### config.mk
export PLATFORM = sky130hd
export DESIGN_NAME = mdu_hilo
export DESIGN_NICKNAME = d
export VERILOG_FILES = /design/src/rtl/mdu_hilo_pkg.sv /design/src/rtl/mdu_hilo_div_step.sv /design/src/rtl/mdu_hilo.sv
export SDC_FILE = /design/constraint.sdc
export NUM_CORES = 1
export LEC_CHECK = 0
export CORE_AREA = 10 10 168 170
export DETAILED_ROUTE_END_ITERATION = 8
export DIE_AREA = 0 0 178 180
export HOLD_SLACK_MARGIN = 0.05
export PLACE_DENSITY = 0.82
export SLEW_MARGIN = 20
export SYNTH_ARGS = -nofsm -noshare
export SYNTH_HDL_FRONTEND = slang
export SYNTH_SLANG_ARGS = --single-unit
### constraint.sdc
create_clock -name clock -period 3.8 [get_ports clock]
set_input_delay 0.38 -clock clock [delete_from_list [all_inputs] [get_ports clock]]
set_output_delay 0.38 -clock clock [all_outputs]
set_load 0.005 [all_outputs]
### src/rtl/mdu_hilo_pkg.sv
// mdu_hilo_pkg: shared definitions for the HI/LO multiply/divide unit.
//   - op codes as presented on the op port
//   - controller state encoding
//   - default datapath width
package mdu_hilo_pkg;

    localparam int MDU_WIDTH = 32;

    typedef enum logic [2:0] {
        OP_MULTU = 3'd0,
        OP_MULT  = 3'd1,
        OP_DIVU  = 3'd2,
        OP_DIV   = 3'd3,
        OP_MTHI  = 3'd4,
        OP_MTLO  = 3'd5
    } op_t;

    typedef enum logic [1:0] {
        S_IDLE = 2'd0,
        S_MUL  = 2'd1,
        S_DIV  = 2'd2,
        S_FIX  = 2'd3
    } state_t;

    function automatic logic is_signed_op(input logic [2:0] op);
        return (op == OP_MULT) || (op == OP_DIV);
    endfunction

endpackage

### src/rtl/mdu_hilo_div_step.sv
// mdu_hilo_div_step: one combinational restoring-division step.
// Ports:
//   rem_i      partial remainder (always < divisor, or dividend bits when divisor=0)
//   next_bit_i next dividend bit shifted into the remainder
//   divisor_i  divisor magnitude
//   rem_o      partial remainder after the trial subtract
//   q_bit_o    quotient bit produced by this step
module mdu_hilo_div_step #(
    parameter int WIDTH = 32
) (
    input  logic [WIDTH-1:0] rem_i,
    input  logic             next_bit_i,
    input  logic [WIDTH-1:0] divisor_i,
    output logic [WIDTH-1:0] rem_o,
    output logic             q_bit_o
);

    logic [WIDTH:0] shifted;
    logic [WIDTH:0] diff;

    always_comb begin
        shifted = {rem_i, next_bit_i};
        diff    = shifted - {1'b0, divisor_i};
        // A borrow out of the extra bit means the divisor did not fit: restore.
        q_bit_o = ~diff[WIDTH];
        rem_o   = diff[WIDTH] ? shifted[WIDTH-1:0] : diff[WIDTH-1:0];
    end

endmodule

### src/rtl/mdu_hilo.sv
// mdu_hilo: iterative multiply/divide unit with HI/LO result registers.
// Ports:
//   clock  rising-edge clock
//   reset  synchronous active-low reset
//   start  request, sampled only while busy=0
//   op     0=MULTU 1=MULT 2=DIVU 3=DIV 4=MTHI 5=MTLO 6,7=no-op
//   a, b   rs / rt operands
//   busy   multiply or divide in flight
//   done   one-cycle pulse when hi/lo carry a new mul/div result
//   hi, lo result registers
//
// state  | meaning
// S_IDLE | waiting for start; MTHI/MTLO handled here
// S_MUL  | WIDTH shift-add steps on the 2*WIDTH accumulator
// S_DIV  | WIDTH restoring steps; acc = {remainder, dividend/quotient}
// S_FIX  | sign correction, write hi/lo, pulse done
module mdu_hilo
    import mdu_hilo_pkg::*;
#(
    parameter int WIDTH = MDU_WIDTH
) (
    input  logic             clock,
    input  logic             reset,
    input  logic             start,
    input  logic [2:0]       op,
    input  logic [WIDTH-1:0] a,
    input  logic [WIDTH-1:0] b,
    output logic             busy,
    output logic             done,
    output logic [WIDTH-1:0] hi,
    output logic [WIDTH-1:0] lo
);

    localparam int CNT_W = $clog2(WIDTH);
    localparam logic [CNT_W-1:0] LAST_STEP = CNT_W'(WIDTH - 1);

    state_t             state_q, state_d;
    logic [CNT_W-1:0]   cnt_q, cnt_d;
    logic [2*WIDTH-1:0] acc_q, acc_d;
    logic [WIDTH-1:0]   opb_q, opb_d;
    logic               neg_res_q, neg_res_d;
    logic               neg_rem_q, neg_rem_d;
    logic               dz_q, dz_d;
    logic               is_div_q, is_div_d;
    logic [WIDTH-1:0]   hi_q, hi_d;
    logic [WIDTH-1:0]   lo_q, lo_d;
    logic               done_q, done_d;

    logic               sgn;
    logic               a_neg, b_neg;
    logic [WIDTH-1:0]   a_mag, b_mag;
    logic [WIDTH:0]     mul_sum;
    logic [2*WIDTH-1:0] mul_next;
    logic [WIDTH-1:0]   div_rem;
    logic               div_qbit;
    logic [2*WIDTH-1:0] prod_fixed;
    logic [WIDTH-1:0]   quo_fixed, rem_fixed;

    assign sgn   = is_signed_op(op);
    assign a_neg = sgn & a[WIDTH-1];
    assign b_neg = sgn & b[WIDTH-1];
    assign a_mag = a_neg ? -a : a;
    assign b_mag = b_neg ? -b : b;

    // Multiplier sits in the low half and is consumed LSB first; the extra
    // sum bit keeps the carry of each partial add.
    assign mul_sum  = {1'b0, acc_q[2*WIDTH-1:WIDTH]} + {1'b0, (acc_q[0] ? opb_q : '0)};
    assign mul_next = {mul_sum, acc_q[WIDTH-1:1]};

    mdu_hilo_div_step #(.WIDTH(WIDTH)) u_div_step (
        .rem_i      (acc_q[2*WIDTH-1:WIDTH]),
        .next_bit_i (acc_q[WIDTH-1]),
        .divisor_i  (opb_q),
        .rem_o      (div_rem),
        .q_bit_o    (div_qbit)
    );

    // With a zero divisor the restoring loop leaves |a| in the remainder, so
    // restoring the dividend sign reproduces the raw a bits for hi.
    assign prod_fixed = neg_res_q ? -acc_q : acc_q;
    assign quo_fixed  = dz_q ? '1 : (neg_res_q ? -acc_q[WIDTH-1:0] : acc_q[WIDTH-1:0]);
    assign rem_fixed  = neg_rem_q ? -acc_q[2*WIDTH-1:WIDTH] : acc_q[2*WIDTH-1:WIDTH];

    always_comb begin
        state_d   = state_q;
        cnt_d     = cnt_q;
        acc_d     = acc_q;
        opb_d     = opb_q;
        neg_res_d = neg_res_q;
        neg_rem_d = neg_rem_q;
        dz_d      = dz_q;
        is_div_d  = is_div_q;
        hi_d      = hi_q;
        lo_d      = lo_q;
        done_d    = 1'b0;

        case (state_q)
            S_IDLE: begin
                if (start) begin
                    case (op)
                        OP_MULTU, OP_MULT: begin
                            acc_d     = {{WIDTH{1'b0}}, b_mag};
                            opb_d     = a_mag;
                            neg_res_d = a_neg ^ b_neg;
                            neg_rem_d = 1'b0;
                            dz_d      = 1'b0;
                            is_div_d  = 1'b0;
                            cnt_d     = '0;
                            state_d   = S_MUL;
                        end
                        OP_DIVU, OP_DIV: begin
                            acc_d     = {{WIDTH{1'b0}}, a_mag};
                            opb_d     = b_mag;
                            neg_res_d = a_neg ^ b_neg;
                            neg_rem_d = a_neg;
                            dz_d      = (b == '0);
                            is_div_d  = 1'b1;
                            cnt_d     = '0;
                            state_d   = S_DIV;
                        end
                        OP_MTHI: hi_d = a;
                        OP_MTLO: lo_d = a;
                        default: ;
                    endcase
                end
            end
            S_MUL: begin
                acc_d = mul_next;
                cnt_d = cnt_q + 1'b1;
                if (cnt_q == LAST_STEP) state_d = S_FIX;
            end
            S_DIV: begin
                acc_d = {div_rem, acc_q[WIDTH-2:0], div_qbit};
                cnt_d = cnt_q + 1'b1;
                if (cnt_q == LAST_STEP) state_d = S_FIX;
            end
            S_FIX: begin
                if (is_div_q) begin
                    hi_d = rem_fixed;
                    lo_d = quo_fixed;
                end else begin
                    hi_d = prod_fixed[2*WIDTH-1:WIDTH];
                    lo_d = prod_fixed[WIDTH-1:0];
                end
                done_d  = 1'b1;
                state_d = S_IDLE;
            end
            default: state_d = S_IDLE;
        endcase
    end

    always_ff @(posedge clock) begin
        if (!reset) begin
            state_q   <= S_IDLE;
            cnt_q     <= '0;
            acc_q     <= '0;
            opb_q     <= '0;
            neg_res_q <= 1'b0;
            neg_rem_q <= 1'b0;
            dz_q      <= 1'b0;
            is_div_q  <= 1'b0;
            hi_q      <= '0;
            lo_q      <= '0;
            done_q    <= 1'b0;
        end else begin
            state_q   <= state_d;
            cnt_q     <= cnt_d;
            acc_q     <= acc_d;
            opb_q     <= opb_d;
            neg_res_q <= neg_res_d;
            neg_rem_q <= neg_rem_d;
            dz_q      <= dz_d;
            is_div_q  <= is_div_d;
            hi_q      <= hi_d;
            lo_q      <= lo_d;
            done_q    <= done_d;
        end
    end

    assign busy = (state_q != S_IDLE);
    assign done = done_q;
    assign hi   = hi_q;
    assign lo   = lo_q;

endmodule

==> metrics.cfg <==
[placement]
dpl_worst_slack_ns=0.1301
hpwl_mm=45.44
place_area_sq_um=16780
numPortBuffers=135
gp_congestion=1.046
dp_cells=2463

[setup_path]
end_kind=flop
cp_max_fo=7
worstReg2RegEnd=acc_q[59]
r2r_cells=10
cp-start-kind=flop
reg2reg_slack_ns=0.33
crit_type=reg -> reg
r2r-start=acc_q[38]
crit_required_ns=4.14
arrival_ns=3.82

[drt]
routed_via_density=6.749
drt_wl_total_mm=59.67
vias=16840
wl_per_cell_microns=23.92
dr.pass1.iters=6
drtAntennaViolNets=0
drtIter0Drc=2048
remaining_drc_errors=0

[job]
drv_cap=0

[yosys]
synth_cell_types=74
seq_area_frac_synth_pct=23.43
postSynthCellCount=2034
ys_ff_latch=172
synth_ff_type=dfxtp_1
yosysWarnings=0
async_flop_share_pct=0
syn_area_sq_um=14700
synth-edff-count=0
synth_nets=2181
syn_area_per_cell_sq_um=7.225

[power_and_ir_drop]
combPwrFrac_pct=53.5
switching_share_pct=48.12
power_switching_mw=4.470
clock_power_share_pct=20.0
p_per_area_nw_per_um2=534.0
pwr-share-seq_pct=26.4
ir_worst_vdd_uv=780.5
internal_power_mw=4.819
p_leak_nw=6.717

[timing]
timing_hold_violations_final=0
worst_slack_ns=0.3281
clock.fmax_mhz=288.0
slew_headroom_pct=36.54
period_needed_ns=3.472
setup_tns_ns=0
slew_viol_final=0
setup_viol=0
grt_setup_unrepaired=no
fin_skew_ns=0.01437
min_period_over_period_pct=91.37
whs_ns=0.4528
tightestPinTransition_ns=0.9431

[finish]
drive_above_1_share_pct=8.453
areaGrowthSynthToFinish_pct=18.37
nFillCells=2121
diodes=0
multi_input_area_sq_um=10510
nets=2299
regArea_sq_um=3443
final_area_sq_um=17400
final_cells=2495

[global_route]
grt_max_degree=100
antenna_found_initial=0
grt.total_usage_pct=35.62
grt_overflow_total=0
grt_pass1_vias=15460
grt_first_pass_wirelength_mm=89.75

[floorplan]
fp-row-count=58
core_sq_um=24890
initial_core_util_pct=59.04
pin_count=136
die_x_microns=178
dieArea_sq_um=32040
dieHeight_microns=180

[min_path]
hold_path_startpoint=lo[8]
hp-class=reg -> reg
whs_endpoint=lo[8]
holdPathStages=2

[status]
outcome=finished, final reports clean

[cts]
clk_pin_slew_worst_paths_ns=0.08
numCtsBuffers=17
clock_sinks=172
cts_max_path_buffers=2
htree_levels=4
cts_tree=built
root_buffer=clkbuf_16
clk_latency_ns=0.46
cts_hold_buf=0

-- worst max-delay path: stages (launching register included) --
cell and delay [ns]:
dfxtp_1 0.61, ha_1 0.30, and3_1 0.23, nand4_1 0.13, a211oi_1 0.65, o21ai_0 0.35, a41o_1 0.35, nor2b_1 0.16
xnor2_1 0.20, a31oi_1 0.11, a221oi_1 0.28
-- how the worst max path moves through the flow --
stage	cells past startpoint	endpoint	startpoint	slack (ns)
2_1_floorplan	13	acc_q[55]	acc_q[32]	0.52
3_3_place_gp	9	opb_q[24]	a[8]	0.18
3_5_place_dp	9	opb_q[24]	a[8]	0.13
4_1_cts	11	acc_q[33]	acc_q[32]	0.22
5_1_grt	12	acc_q[56]	opb_q[2]	0.15
6_report	10	acc_q[59]	acc_q[38]	0.33
-- cell usage after synthesis, drive strengths merged, types with 17 or more instances --
cell	count	area [sq um]
xnor2	98	858.3
or3	22	137.6
o21ai	148	744.5
ha	75	938.4
nor3	36	180.2
nand3	45	225.2
a21oi	242	1211
o211ai	27	202.7
dfxtp	172	3443
nor2	174	653.1
a21o	26	195.2
buf	21	100.1
xor2	79	691.9
mux2i	30	300.3
o41ai	19	196.4
a211oi	39	292.8
nand2	246	923.4
clkbuf	127	476.7
nand4	23	143.9
a221oi	17	148.9
o221ai	28	245.2
a22oi	24	180.2
o31ai	36	284.0
inv	61	229.0
or4	17	135.1
-- registers in the layout (all words and copies together), names as in the netlist --
| register | cells |
|---|---|
| acc_q | 64 |
| hi | 32 |
| lo | 32 |
| opb_q | 32 |
| cnt_q | 5 |
| state_q | 2 |
| done | 1 |
| dz_q | 1 |
| is_div_q | 1 |
| neg_rem_q | 1 |
| neg_res_q | 1 |
-- power by group through the flow --
stage	sequential, mW	clock [mW]	combinational [mW]
after floorplan	2.31	0	3.29
after global placement	2.46	0	4.70
after detailed placement	2.47	0	4.76
after CTS	2.43	1.85	4.79
after global routing	2.48	1.92	5.30
final	2.45	1.86	4.97
-- metrics by stage --
stage               total power, mW  utilization [%]
floorplan                     5.602                -
global placement              7.157            67.41
detailed placement            7.225            67.41
CTS                           9.067            69.80
global route                  9.700            69.89
finish                        9.289            69.89
-- area by class of cell --
class,instances,share of cell area [%]
clock buffer,17,2.446
clock inverter,15,0.9782
inverter,61,1.316
multi-input combinational,1653,60.40
sequential,172,19.79
tap,330,2.374
timing repair buffer,247,12.70
-- placed cells by master, fill, tap and decap left out, types with 13 or more instances in the layout --
master           count
ha_1                74
dfxtp_1            172
a211oi_1            39
o31ai_1             35
o21ai_1             18
inv_1               60
a221oi_1            17
a21o_1              26
nor4_1              14
buf_4              110
xnor2_1             97
clkbuf_16           17
a31oi_1             13
clkdlybuf4s50_1    135
xor2_1              79
a21oi_1            241
o41ai_1             15
o211ai_1            27
nand2_1            246
mux2i_1             30
nand4_1             23
nor2b_1             14
o221ai_1            28
or4_1               15
nor2_1             171
a22oi_1             24
or3_1               22
o21ai_0            128
nand3_1             45
nor3_1              36
-- routing by layer --
layer	part of all wire [%]	up-vias	global-route usage (%)	wire length, microns
met4	7.2	0	21.58	4290
met1	39	7918	43.93	22990
li1	-	7648	-	-
met2	44	1021	54.67	26230
met5	0	-	0	0
met3	10	252	8.759	6159
-- cell families (layout without fill, tap and decap cells) --
logic type,count (synthesis),count (layout),share of synthesized area [%]
muxes,32,32,2.197
adders and majority gates,77,77,6.658
buffers and inverters,209,340,5.483
DFF,172,172,23.43
and+or+nand+nor,659,659,20.83
xor gates and xnor gates,177,177,10.55
AOI/OAI and AO/OA,708,708,30.86
-- repair_timing --
item | CTS | global route
setup endpoints to repair | 0 | 15
resized for setup | 0 | 2
buffers inserted | 0 | 0
Power figures use the tool's default switching activity.
